## src/rtl/digit_scan_if.sv

```systemverilog
// Signal bundle between the digit scan controller and its host/decoder side.
// Names carry the controller's point of view (_i into it, _o out of it).
interface digit_scan_if;
  logic       en_i;
  logic [3:0] digit_mask_i;
  logic [1:0] sel_o;
  logic       sel_valid_o;
  logic       frame_done_o;

  modport master (
    output en_i,
    output digit_mask_i,
    input  sel_o,
    input  sel_valid_o,
    input  frame_done_o
  );

  modport slave (
    input  en_i,
    input  digit_mask_i,
    output sel_o,
    output sel_valid_o,
    output frame_done_o
  );
endinterface

```

## src/rtl/digit_scan_ctrl.sv

```systemverilog
// Time-multiplexed 4-digit scan controller: walks the enabled digits, PRESCALE cycles
// shown then BLANK dark cycles each, pulsing frame_done when the index wraps.
module digit_scan_ctrl #(
  parameter int PRESCALE = 4,
  parameter int BLANK    = 1
) (
  input  logic        clk,
  input  logic        rst,
  digit_scan_if.slave bus
);

  localparam int CNT_MAX = (PRESCALE > BLANK) ? ((PRESCALE > 2) ? PRESCALE : 2)
                                              : ((BLANK > 2) ? BLANK : 2);
  localparam int CW = $clog2(CNT_MAX);
  localparam logic [CW-1:0] PS_LAST = CW'(PRESCALE - 1);
  localparam logic [CW-1:0] BL_LAST = CW'((BLANK > 0) ? (BLANK - 1) : 0);

  typedef enum logic [1:0] {
    S_IDLE  = 2'd0,
    S_SHOW  = 2'd1,
    S_BLANK = 2'd2
  } state_e;

  state_e        state_q, state_d;
  logic [CW-1:0] cnt_q, cnt_d;
  logic [1:0]    sel_q, sel_d;
  logic          sel_valid_q, sel_valid_d;
  logic          frame_done_q, frame_done_d;
  logic          adv_s;

  function automatic logic [1:0] lowest_idx(input logic [3:0] mask);
    logic [1:0] idx;
    idx = 2'd0;
    for (int i = 3; i >= 0; i--) begin
      if (mask[i]) idx = 2'(i);
      else         idx = idx;
    end
    return idx;
  endfunction

  // Smallest cyclic step wins; if no other bit is set the current index repeats.
  function automatic logic [1:0] next_idx(input logic [1:0] cur, input logic [3:0] mask);
    logic [1:0] idx;
    logic [1:0] cand;
    idx = cur;
    for (int k = 3; k >= 1; k--) begin
      cand = cur + 2'(k);
      if (mask[cand]) idx = cand;
      else            idx = idx;
    end
    return idx;
  endfunction

  // Next-state, counter, index and frame-wrap decode.
  always_comb begin
    state_d      = state_q;
    cnt_d        = cnt_q;
    sel_d        = sel_q;
    frame_done_d = 1'b0;
    adv_s        = 1'b0;

    if (!bus.en_i) begin
      state_d = S_IDLE;
      cnt_d   = {CW{1'b0}};
      sel_d   = 2'd0;
    end else begin
      case (state_q)
        S_IDLE: begin
          if (bus.digit_mask_i != 4'b0000) begin
            state_d = S_SHOW;
            sel_d   = lowest_idx(bus.digit_mask_i);
            cnt_d   = {CW{1'b0}};
          end else begin
            state_d = S_IDLE;
            sel_d   = 2'd0;
          end
        end
        S_SHOW: begin
          if (cnt_q == PS_LAST) begin
            if (BLANK == 0) begin
              adv_s = 1'b1;
            end else begin
              state_d = S_BLANK;
              cnt_d   = {CW{1'b0}};
            end
          end else begin
            cnt_d = cnt_q + CW'(1);
          end
        end
        S_BLANK: begin
          if (cnt_q == BL_LAST) adv_s = 1'b1;
          else                  cnt_d = cnt_q + CW'(1);
        end
        default: begin
          state_d = S_IDLE;
          cnt_d   = {CW{1'b0}};
          sel_d   = 2'd0;
        end
      endcase

      if (adv_s) begin
        cnt_d = {CW{1'b0}};
        if (bus.digit_mask_i == 4'b0000) begin
          state_d = S_IDLE;
          sel_d   = 2'd0;
        end else begin
          state_d      = S_SHOW;
          sel_d        = next_idx(sel_q, bus.digit_mask_i);
          frame_done_d = (sel_d <= sel_q);
        end
      end else begin
        frame_done_d = 1'b0;
      end
    end

    sel_valid_d = (state_d == S_SHOW);
  end

  // State and registered outputs.
  always_ff @(posedge clk or posedge rst) begin
    if (rst) begin
      state_q      <= S_IDLE;
      cnt_q        <= {CW{1'b0}};
      sel_q        <= 2'd0;
      sel_valid_q  <= 1'b0;
      frame_done_q <= 1'b0;
    end else begin
      state_q      <= state_d;
      cnt_q        <= cnt_d;
      sel_q        <= sel_d;
      sel_valid_q  <= sel_valid_d;
      frame_done_q <= frame_done_d;
    end
  end

  assign bus.sel_o        = sel_q;
  assign bus.sel_valid_o  = sel_valid_q;
  assign bus.frame_done_o = frame_done_q;

endmodule
```

## src/flat_wrapper.sv

```systemverilog
// flat-port wrapper written by rule: the top's interface ports become plain ports
module digit_scan_ctrl_flat 
#(
  parameter int PRESCALE = 4,
  parameter int BLANK    = 1
)
  (clk, rst, bus_en_i, bus_digit_mask_i, bus_sel_o, bus_sel_valid_o, bus_frame_done_o);
  digit_scan_if bus_i ();
  input  logic clk;
  input  logic rst;
  input wire logic [$bits(bus_i.en_i)-1:0] bus_en_i;
  input wire logic [$bits(bus_i.digit_mask_i)-1:0] bus_digit_mask_i;
  output wire logic [$bits(bus_i.sel_o)-1:0] bus_sel_o;
  output wire logic [$bits(bus_i.sel_valid_o)-1:0] bus_sel_valid_o;
  output wire logic [$bits(bus_i.frame_done_o)-1:0] bus_frame_done_o;
  assign bus_i.en_i = bus_en_i;
  assign bus_i.digit_mask_i = bus_digit_mask_i;
  assign bus_sel_o = bus_i.sel_o;
  assign bus_sel_valid_o = bus_i.sel_valid_o;
  assign bus_frame_done_o = bus_i.frame_done_o;
  digit_scan_ctrl #(.PRESCALE(PRESCALE), .BLANK(BLANK)) u_core (.clk(clk), .rst(rst), .bus(bus_i));
endmodule
```

## config.mk

```make
export PLATFORM = sky130hd
export DESIGN_NAME = digit_scan_ctrl_flat
export DESIGN_NICKNAME = d
export VERILOG_FILES = /design/src/rtl/digit_scan_if.sv /design/src/rtl/digit_scan_ctrl.sv /design/src/flat_wrapper.sv
export SDC_FILE = /design/constraint.sdc
export NUM_CORES = 1
export LEC_CHECK = 0
export BUFFER_PORTS_ARGS = -buffer_cell sky130_fd_sc_hd__buf_2
export CORE_MARGIN = 2
export CORE_UTILIZATION = 35
export DETAILED_ROUTE_END_ITERATION = 6
export SYNTH_ARGS = -nofsm -noshare
export SYNTH_HDL_FRONTEND = slang
export SYNTH_SLANG_ARGS = --single-unit
```

## constraint.sdc

```tcl
create_clock -name clk -period 2 [get_ports clk]
set_input_delay 0.2 -clock clk [delete_from_list [all_inputs] [get_ports clk]]
set_output_delay 0.2 -clock clk [all_outputs]
set_load 0.03 [all_outputs]
```

==> results by group <==
Place
  • Number of I/O port buffers: 10
  • Post-Place Cells: approximately 110
  • Dpl hpwl: between 1 and 1.5 mm
  • RD Place Congestion: around 0.77
  • Pre-CTS WS: 0.362 ns
  • Placed Area: between 700 and 800 um2

Detailed routing
  • DRC viols: 0
  • Routed Antenna Nets: 0
  • Detailed-route via count: between 500 and 600
  • Initial DRC count: 12
  • Wire length per cell: ~13 um
  • WL final: roughly 1.5 mm
  • Vias per cell: just over 5
  • DRT Pass-1 Iters: 4

Global route
  • Vias in the first global route: roughly 550
  • Largest net degree at the start of global routing: 11
  • First-pass GRT wire length: 2.33 mm
  • Total track usage: between 10% and 20%
  • GR Overflow Total: 0
  • Initial antenna violation count: 0

Clocking
  • Maximum clock path buffer count: 2
  • CTS tree: yes
  • CTS Sinks: 8
  • Number of post-CTS setup repair buffers: 0
  • H-Tree Depth: 1
  • Skew-Pair Late Insertion Delay: 0.25 ns
  • Clock Root Buffer: clkbuf_4
  • Clock transition at path regs: ~0.060 ns
  • Num CTS Buffers: 3

Synthesis
  • Yosys warns: 0
  • Post-synth top area share: 30.9%
  • Sequential area share after synthesis: approximately 31%
  • Syn Area/Cell: roughly 9 um2
  • Synth Register Bits: 8
  • Synth Net Count: 85
  • EDFF count, synth: 0
  • Area leader, netlist: dfrtp_1
  • Ranking of synthesized cells by area: dfrtp_1 (31%), ha_1 (15%), inv_1 (5.8%)
  • Main synth FF type: dfrtp_1
  • Async S/R FF share, synth: 100%
  • Netlist Area Pre-Place: roughly 650 um2
  • Mapped Cells: 70
  • Post-synth cell types: 29

Layout
  • Area growth syn-to-layout: 17.0%
  • Most frequent cells in the layout: inv_1 (10), buf_2 (10), ha_1 (8), dfrtp_1 (8), nand3_1 (6)
  • Utilization after layout: 43.8%
  • Final Non-Filler Cells: between 100 and 150
  • Post-route cell area: ~760 um2
  • Fillers: about 190
  • Layout Nets: 101
  • Ant diodes: 0
  • Share of cells above drive strength 1: a little over 20%

Die
  • Starting density of the core: approximately 37%
  • Die Span Y: about 47 um
  • # rows: 15
  • Die width: roughly 47 um
  • Core ar.: 0.00173 mm2
  • DIE AREA: 0.00221 mm2
  • Ports: 11

Critical path
  • Crit path cell chain: inv_1 > ha_1 > a21boi_0 > buf_4 > nand3_1 > o311ai_1
  • CP peak stage delay: around 0.40 ns
  • Critical Path Start Type: register
  • Worst path required time: about 2.2 ns
  • RR Startpoint: u_core.state_q[0]
  • Crit Path Category: reg -> reg
  • CP max-delay cell: dfrtp_1
  • Critical Path End Type: register
  • Worst-path fanout max: 5
  • Critical Path Source: u_core.state_q[0]
  • Arr. time, crit path: approximately 1.8 ns

STA
  • Setup TNS: 0 ns
  • Final hold violation count: 0
  • Final-report max-slew violation count: 0
  • Peak Freq: about 600 MHz
  • Slew headroom: 64.2%
  • Finish-stage setup viols: 0
  • Final Skew: ~0.0067 ns
  • Crit share post-route: 82.6%
  • Least-Margin Pin Slew: roughly 0.53 ns
  • Worst Slack Setup Final: between 0.3 and 0.4 ns
  • Fin crit period: 1.65 ns
  • Hold Slack: between 0.2 and 0.25 ns
  • RSZ-0062 raised after global routing: no

Power and ir drop
  • Pwr dens: a little over 500 mW/mm2
  • Final Power: roughly 400 uW
  • P_leak: 0.342 nW
  • Peak supply drop: between 0.0002 and 0.00025 V

Outcome
  • Status: finished, final reports clean

Min path
  • Worst hold path type: in -> reg
  • Hold Startpoint: bus_en_i

Flow run
  • Max Cap Violations: 0
[layout make-up]
type	instances	area, um2	share of cell area, %
Sequential cell	8	200	26.4
Multi-Input combinational cell	51	398	52.6
Tap cell	25	31.3	4.13
Timing Repair Buffer	12	67.6	8.93
Inverter	10	37.5	4.96
Clock buffer	3	22.5	2.98
[cell usage after synthesis (2+ instances only)]
| library cell | number |
|---|---|
| a21boi_0 | 2 |
| a21oi_1 | 4 |
| a22oi_1 | 2 |
| dfrtp_1 | 8 |
| ha_1 | 8 |
| inv_1 | 10 |
| mux2i_1 | 3 |
| nand2_1 | 2 |
| nand2b_1 | 2 |
| nand3_1 | 6 |
| nor2_1 | 5 |
[cells by family after synthesis]
logic type / count (synthesis) / share of synthesized area (%)
AOI/OAI and AO/OA: 17 / 20.3
adders and majority gates: 8 / 15.5
buffers and inverters: 11 / 7.54
DFF: 8 / 30.9
muxes: 3 / 4.64
and+or+nand+nor: 23 / 21.1
[timing repair]
item	in CTS	in global routing
endpoints found under the hold margin	8	0
hold buffers	1	0
gates resized for setup	0	0
[worst max-delay path: cells and delay by family, from the launching register on]
kind                     cells  cell delay, ns
AO/OA/AOI/OAI                2            0.52
flip-flops                   1            0.40
adder cells (fa/ha/maj)      1            0.25
AND/OR/NAND/NOR              1            0.12
buffers and inverters        2            0.27
[path summary, 6_finish.rpt]
check,end,slack [ns],depth (start not counted)
setup reg to reg,u_core.bus.sel_o[1],0.35,6
max in group asynchronous,u_core.state_q[1],1.31,3
setup / recovery,u_core.bus.sel_o[1],0.35,6
min in group asynchronous,u_core.bus.sel_o[0],0.44,3
hold reg to reg,u_core.cnt_q[0],0.57,2
hold / removal,u_core.cnt_q[0],0.24,3
[layer usage]
metal	vias to the layer above	share of wire (%)	wire length (um)	track usage [%]
met2	16	49	715	23.6
met4	0	0	0	6.67
li1	281	-	-	-
met3	0	3.6	52	2.31
met1	268	47	687	19.8
met5	-	0	0	0
[where the power goes]
group / internal, mW / switching (mW) / total, mW
registers: 0.168 / 0.00796 / 0.176
logic: 0.0375 / 0.0538 / 0.0912
clock network: 0.0687 / 0.0555 / 0.124
total: 0.274 / 0.117 / 0.392
[state kept, by name, indices dropped and copies added (netlist names)]
signal,flops
u_core.bus.sel_o,2
u_core.cnt_q,2
u_core.state_q,2
u_core.bus.frame_done_o,1
u_core.bus.sel_valid_o,1
Power figures use the tool's default switching activity.
